--- config.mk ---
export PLATFORM = sky130hd
export DESIGN_NAME = conv3x3_mac_flat
export DESIGN_NICKNAME = d
export VERILOG_FILES = /design/src/rtl/conv_pkg.sv /design/src/rtl/conv3x3_mac_if.sv /design/src/rtl/conv_kernel_regs.sv /design/src/rtl/conv3x3_mac.sv /design/src/flat_wrapper.sv
export SDC_FILE = /design/constraint.sdc
export NUM_CORES = 2
export LEC_CHECK = 0
export CORE_ASPECT_RATIO = 0.7
export CORE_MARGIN = 4
export CORE_UTILIZATION = 60
export DETAILED_ROUTE_END_ITERATION = 8
export DONT_BUFFER_PORTS = 1
export HOLD_SLACK_MARGIN = 0.05
export PLACE_DENSITY = 0.73
export SLEW_MARGIN = 30
export SYNTH_ARGS = -nofsm -noshare
export SYNTH_HDL_FRONTEND = slang
export SYNTH_SLANG_ARGS = --single-unit
--- constraint.sdc ---
create_clock -name clk -period 25.3 [get_ports clk]
set_input_delay 5.06 -clock clk [delete_from_list [all_inputs] [get_ports clk]]
set_output_delay 5.06 -clock clk [all_outputs]
set_load 0.05 [all_outputs]
--- src/rtl/conv_pkg.sv ---
// Shared widths, kernel types and window helpers for the 3x3 convolution MAC.
package conv_pkg;
  localparam int PIX_W      = 8;
  localparam int COEF_W     = 8;
  localparam int KERN_TAPS  = 9;
  localparam int KERN_ROWS  = 3;
  localparam int WIN_W      = KERN_TAPS * PIX_W;
  localparam int ACC_W      = 21;
  localparam int IDX_W      = 4;
  localparam int NORM_SHIFT = 4;

  typedef logic signed [COEF_W-1:0] coef_t;
  typedef coef_t [KERN_TAPS-1:0]    kernel_t;

  // Tap 0 (top-left) occupies the most significant byte of the window.
  function automatic logic [PIX_W-1:0] win_pix(input logic [WIN_W-1:0] win, input int i);
    return win[WIN_W-1-i*PIX_W -: PIX_W];
  endfunction

  function automatic kernel_t kern_identity(input int shift);
    kernel_t k;
    k    = '0;
    k[4] = coef_t'(1 << shift);
    return k;
  endfunction

  localparam kernel_t KERN_IDENTITY = kern_identity(NORM_SHIFT);
endpackage

--- src/rtl/conv3x3_mac_if.sv ---
// Window input, coefficient load port and pixel output of the 3x3 convolution MAC.
interface conv3x3_mac_if;
  import conv_pkg::*;
  logic             win_valid;
  logic [WIN_W-1:0] win_data;
  logic             coef_we;
  logic [COEF_W-1:0] coef_data;
  logic             coef_restart;
  logic             coef_busy;
  logic             pix_valid;
  logic [PIX_W-1:0] pix_out;

  modport master (output win_valid, win_data, coef_we, coef_data, coef_restart,
                  input  coef_busy, pix_valid, pix_out);
  modport slave  (input  win_valid, win_data, coef_we, coef_data, coef_restart,
                  output coef_busy, pix_valid, pix_out);
endinterface

--- src/rtl/conv_kernel_regs.sv ---
// Shadow/active kernel registers: sequential k0..k8 load, atomic commit on the 9th write.
module conv_kernel_regs
  import conv_pkg::*;
#(
  parameter int SHIFT = 4
) (
  input  logic    clk,
  input  logic    rst,
  input  logic    coef_we,
  input  coef_t   coef_data,
  input  logic    coef_restart,
  output logic    coef_busy,
  output kernel_t kern
);
  localparam logic [0:0] ST_IDLE    = 1'b0;
  localparam logic [0:0] ST_LOADING = 1'b1;

  logic [0:0]       state;
  logic [IDX_W-1:0] idx;
  kernel_t          shadow;
  kernel_t          commit_set;

  // The last tap goes straight into the active set on the committing edge.
  always_comb begin
    commit_set                = shadow;
    commit_set[KERN_TAPS-1]   = coef_data;
  end

  always_ff @(posedge clk or posedge rst) begin
    if (rst) begin
      state  <= ST_IDLE;
      idx    <= '0;
      shadow <= '0;
      kern   <= kern_identity(SHIFT);
    end else if (coef_restart) begin
      state  <= ST_IDLE;
      idx    <= '0;
      shadow <= '0;
    end else if (coef_we) begin
      shadow[idx] <= coef_data;
      if (idx == IDX_W'(KERN_TAPS-1)) begin
        kern  <= commit_set;
        idx   <= '0;
        state <= ST_IDLE;
      end else begin
        idx   <= idx + 1'b1;
        state <= ST_LOADING;
      end
    end
  end

  assign coef_busy = (state == ST_LOADING);
endmodule

--- src/rtl/conv3x3_mac.sv ---
// 3-stage signed 3x3 convolution: products, row sums, final sum/shift/clamp.
// Build option: CONV_ABS_EN takes |x| after the shift (edge-magnitude kernels).
module conv3x3_mac #(
  parameter int PIX_W  = 8,
  parameter int COEF_W = 8,
  parameter int SHIFT  = 4
) (
  input logic          clk,
  input logic          rst,
  conv3x3_mac_if.slave bus
);
  import conv_pkg::*;

  localparam int P_W    = PIX_W + 1 + COEF_W;
  localparam int STAGES = 3;
  localparam logic signed [ACC_W-1:0] PIX_MAX = ACC_W'((1 << PIX_W) - 1);

  kernel_t                 kern;
  logic [STAGES-1:0]       vld_pipe;
  logic signed [P_W-1:0]   prod_q [KERN_TAPS];
  logic signed [ACC_W-1:0] row_q  [KERN_ROWS];
  logic signed [ACC_W-1:0] acc, shf, mag;
  logic [PIX_W-1:0]        sat, pix_q;

  conv_kernel_regs #(.SHIFT(SHIFT)) u_kregs (
    .clk         (clk),
    .rst         (rst),
    .coef_we     (bus.coef_we),
    .coef_data   (coef_t'(bus.coef_data)),
    .coef_restart(bus.coef_restart),
    .coef_busy   (bus.coef_busy),
    .kern        (kern)
  );

  // S1: pixels are unsigned, so zero-extend before the signed multiply.
  for (genvar i = 0; i < KERN_TAPS; i++) begin : g_tap
    always_ff @(posedge clk or posedge rst)
      if (rst) prod_q[i] <= '0;
      else     prod_q[i] <= P_W'($signed({1'b0, win_pix(bus.win_data, i)})) * P_W'(kern[i]);
  end

  // S2
  for (genvar r = 0; r < KERN_ROWS; r++) begin : g_row
    always_ff @(posedge clk or posedge rst)
      if (rst) row_q[r] <= '0;
      else     row_q[r] <= ACC_W'(prod_q[3*r]) + ACC_W'(prod_q[3*r+1]) + ACC_W'(prod_q[3*r+2]);
  end

  // S3
  always_comb begin
    acc = row_q[0] + row_q[1] + row_q[2];
    shf = acc >>> SHIFT;
`ifdef CONV_ABS_EN
    mag = shf[ACC_W-1] ? -shf : shf;
`else
    mag = shf;
`endif
    if (mag[ACC_W-1])      sat = '0;
    else if (mag > PIX_MAX) sat = '1;
    else                   sat = mag[PIX_W-1:0];
  end

  always_ff @(posedge clk or posedge rst) begin
    if (rst) begin
      vld_pipe <= '0;
      pix_q    <= '0;
    end else begin
      vld_pipe <= {vld_pipe[STAGES-2:0], bus.win_valid};
      if (vld_pipe[STAGES-2]) pix_q <= sat;
    end
  end

  assign bus.pix_valid = vld_pipe[STAGES-1];
  assign bus.pix_out   = pix_q;
endmodule
--- src/flat_wrapper.sv ---
// flat-port wrapper written by rule: the top's interface ports become plain ports
module conv3x3_mac_flat import conv_pkg::*;
#(
  parameter int PIX_W  = 8,
  parameter int COEF_W = 8,
  parameter int SHIFT  = 4
)
  (clk, rst, bus_win_valid, bus_win_data, bus_coef_we, bus_coef_data, bus_coef_restart, bus_coef_busy, bus_pix_valid, bus_pix_out);
  conv3x3_mac_if bus_i ();
  input logic clk;
  input logic rst;
  input wire logic [$bits(bus_i.win_valid)-1:0] bus_win_valid;
  input wire logic [$bits(bus_i.win_data)-1:0] bus_win_data;
  input wire logic [$bits(bus_i.coef_we)-1:0] bus_coef_we;
  input wire logic [$bits(bus_i.coef_data)-1:0] bus_coef_data;
  input wire logic [$bits(bus_i.coef_restart)-1:0] bus_coef_restart;
  output wire logic [$bits(bus_i.coef_busy)-1:0] bus_coef_busy;
  output wire logic [$bits(bus_i.pix_valid)-1:0] bus_pix_valid;
  output wire logic [$bits(bus_i.pix_out)-1:0] bus_pix_out;
  assign bus_i.win_valid = bus_win_valid;
  assign bus_i.win_data = bus_win_data;
  assign bus_i.coef_we = bus_coef_we;
  assign bus_i.coef_data = bus_coef_data;
  assign bus_i.coef_restart = bus_coef_restart;
  assign bus_coef_busy = bus_i.coef_busy;
  assign bus_pix_valid = bus_i.pix_valid;
  assign bus_pix_out = bus_i.pix_out;
  conv3x3_mac #(.PIX_W(PIX_W), .COEF_W(COEF_W), .SHIFT(SHIFT)) u_core (.clk(clk), .rst(rst), .bus(bus_i));
endmodule
==> impl_metrics.py <==
metrics = {
    "floorplan": {
        "die-width_um": 298,
        "dieArea_mm2": 0.0627,
        "pin_count": 95,
        "die_h_um": 211,
        "coreArea_mm2": 0.0575,
        "start_util_pct": 61.3,
        "fp-row-count": 73,
    },
    "sta": {
        "fin_crit_ps": 8690,
        "finalHoldViolations": 0,
        "setup-tns-final_ps": 0,
        "fmax_ghz": 0.115,
        "tightest_slew_ps": 990,
        "hold_ws_ps": 352,
        "skew_ps": 29.6,
        "drv_slew": 0,
        "finalSetupViolations": 0,
        "maxSlewHeadroom_pct": 33.8,
        "rsz0062_at_grt": "no",
        "post-route-period-util_pct": 34.4,
    },
    "yosys": {
        "synth_edf_count": 0,
        "ys_ff_latch": 362,
        "synthDistinctLibCells": 76,
        "syn_nets": 4485,
        "syn_area_mm2": 0.0352,
        "synthTopCellsByCount": "582 x inv_1, 461 x ha_1, 405 x fa_1",
        "synthTopCellsByArea": "dfrtp_1 26%, fa_1 23%, ha_1 16%",
        "ys.flop_type": "dfrtp_1",
        "synth_top_cell_area_share_pct": 25.7,
        "yosysWarnings": 0,
        "yosysMostFrequentCell": "inv_1",
        "avgSynthCellArea_um2": 9.96,
        "yosys.area.top_type": "dfrtp_1",
        "synth_seq_area_share_pct": 25.7,
        "syn_inst": 3534,
        "async_flop_share_pct": 100,
    },
    "worst_setup_path": {
        "cp.arrival_ps": 9070,
        "cp_max_fo": 8,
        "r2r_slack_ps": 20490,
        "cp-end-kind": "flip-flop",
        "start_kind": "input pin",
        "path_class": "in -> reg",
        "cp.required_ps": 25680,
    },
    "clock_tree": {
        "cts.sinks": 362,
        "cts_buffers": 35,
        "ctsResizeCount": 0,
        "cts_root_buf": "clkbuf_16",
        "clock_latency_ps": 550,
        "cts_setup_buffers": 0,
        "cts.path.max_buffers": 3,
        "cts_max_level": 2,
        "path_clk_slew_ps": 70,
        "postCtsHoldBufs": 0,
        "cts_tree": "yes",
    },
    "grt": {
        "grt_pass1_vias": 25300,
        "grt_remaining_overflow": 0,
        "grt_max_degree": 170,
        "grt_use_total_pct": 27.9,
        "antenna_found_initial": 5,
        "grt_pass1_wl_mm": 138,
    },
    "placed_design": {
        "gp_congestion": 0.959,
        "io_buffers": 0,
        "post-dp-hpwl_mm": 68.2,
        "placed_cells": 4220,
    },
    "routing": {
        "drt_iter0_drc": 1939,
        "first_pass_iters": 5,
        "vias_per_cell": 5.69,
        "drc": 0,
        "drt-total-wl_mm": 85.3,
        "num_vias": 24400,
        "detail-route-antenna-nets": 0,
        "wl_per_cell_um": 19.9,
    },
    "power": {
        "p_leak_uw": 0.0188,
        "power.density_mw_per_mm2": 56.0,
        "irDropWorstVdd_mv": 0.0961,
    },
    "cells_and_area": {
        "seqCellArea_mm2": 0.00906,
        "syn2layout_area_growth_pct": 5.69,
        "nets": 4459,
        "fin_cells": 4290,
        "nFillCells": 4550,
        "drive_gt1_share_pct": 4.61,
        "multi_input_area_mm2": 0.0237,
    },
    "outcome": {
        "status": "finished clean",
    },
    "worst_hold_path": {
        "hp-class": "reg -> reg",
    },
    "flow_run": {
        "maxCapViolCount": 0,
    },
}
## kinds of logic (layout without fill, tap and decap cells)
kind of cell	count (synthesis)	in the layout	synth area share [%]
and+or+nand+nor	1073	1073	15.0
adders and majority gates	866	866	39.4
buffers and inverters	651	651	6.94
DFF	362	362	25.7
AOI/OAI and AO/OA	338	338	6.30
xor gates and xnor gates	145	145	3.63
muxes	99	99	3.05
other	0	6	0
## cells in the final DEF (no fill, tap or decap), types with 5 or more instances in the layout
| master | netlist | layout |
|---|---|---|
| inv_1 | 582 | 581 |
| o21a_1 | 7 | 7 |
| mux2i_1 | 33 | 33 |
| clkbuf_16 | 0 | 36 |
| a211oi_1 | 8 | 8 |
| and2_1 | 268 | 268 |
| a41o_1 | 5 | 5 |
| nor4_1 | 9 | 9 |
| nor3_1 | 43 | 43 |
| o31a_1 | 11 | 11 |
| dfrtp_1 | 361 | 361 |
| fa_1 | 405 | 405 |
| nand2b_1 | 62 | 62 |
| nand3_1 | 39 | 39 |
| a21oi_1 | 121 | 121 |
| o41a_1 | 5 | 5 |
| clkbuf_8 | 0 | 7 |
| xnor2_1 | 124 | 124 |
| a21o_1 | 20 | 20 |
| o21bai_1 | 6 | 6 |
| ha_1 | 461 | 461 |
| nor2b_1 | 31 | 31 |
| a21boi_0 | 19 | 19 |
| mux2_2 | 66 | 66 |
| o311a_1 | 5 | 5 |
| diode_2 | 0 | 6 |
| xor2_1 | 20 | 20 |
| or2_2 | 12 | 12 |
| clkinvlp_4 | 0 | 5 |
| and3_1 | 13 | 13 |
| nand2_1 | 399 | 399 |
| nor2_1 | 161 | 161 |
| o31ai_1 | 5 | 5 |
| a41oi_1 | 7 | 7 |
| a31oi_1 | 10 | 10 |
| o21ai_0 | 71 | 71 |
| or3_1 | 16 | 16 |
## sequential cells by signal, summed over array words and instances, names as in the netlist
register and cells:
u_core.row_q 57, u_core.bus.pix_out 8, u_core.vld_pipe 3, u_core.prod_q 153, u_core.u_kregs.kern 72, u_core.u_kregs.commit_set 64
u_core.u_kregs.coef_busy 1, u_core.u_kregs.idx 4
## worst paths after layout
kind                            cells past startpoint                       endpoint                     from
worst max-delay path                               14              u_core.prod_q[50]         bus_win_data[19]
worst min-delay path                                0             u_core.vld_pipe[1]       u_core.vld_pipe[0]
worst max register to register                     16              u_core.prod_q[48]  u_core.u_kregs.kern[55]
worst min register to register                      0             u_core.vld_pipe[1]       u_core.vld_pipe[0]
max in group asynchronous                           4  u_core.u_kregs.commit_set[28]                      rst
min in group asynchronous                           1             u_core.vld_pipe[1]                      rst
## metal layers
metal	up-vias	wire, um	GRT usage (%)
met5	-	136	1.49
met4	2	1630	6.01
met3	125	8360	8.89
met2	853	37100	41.4
met1	12200	38100	40.6
li1	11200	-	-
## area by class of cell
| type | count | area share, % |
|---|---|---|
| Antenna cell | 6 | 0.0403 |
| Clock buffer | 46 | 2.71 |
| Clock inverter | 17 | 0.534 |
| Inverter | 583 | 5.90 |
| Multi-Input combinational cell | 2521 | 63.8 |
| Sequential cell | 362 | 24.3 |
| Tap cell | 750 | 2.52 |
| Timing Repair Buffer | 5 | 0.198 |
## stage by stage
stage | instance area, um2 | utilization [%] | power [uW] | setup WS [ps]
6_report | 37200 | 64.8 | 2080 | 16610
5_1_grt | 37200 | 64.8 | 2220 | 16340
4_1_cts | 37200 | 64.7 | 2080 | 16690
3_5_place_dp | 36000 | 62.6 | 1520 | 16160
3_3_place_gp | 36000 | 62.6 | 1480 | 16270
2_1_floorplan | 35200 | - | 1340 | 10190
## worst max-delay path: stages
cell	delay, ps
and2_1	160
fa_1	430
fa_1	470
fa_1	570
fa_1	410
ha_1	330
nor2b_1	140
o21ai_0	210
a21boi_0	150
o21ai_0	230
a21oi_1	140
a41oi_1	280
a21oi_1	120
xnor2_1	360
## power by group
part           leakage, uW  switching, uW  internal, uW
registers          0.00469           72.3           638
logic               0.0135            485           335
clock network     0.000581            239           315
total               0.0188            796          1290
Power figures use the tool's default switching activity.
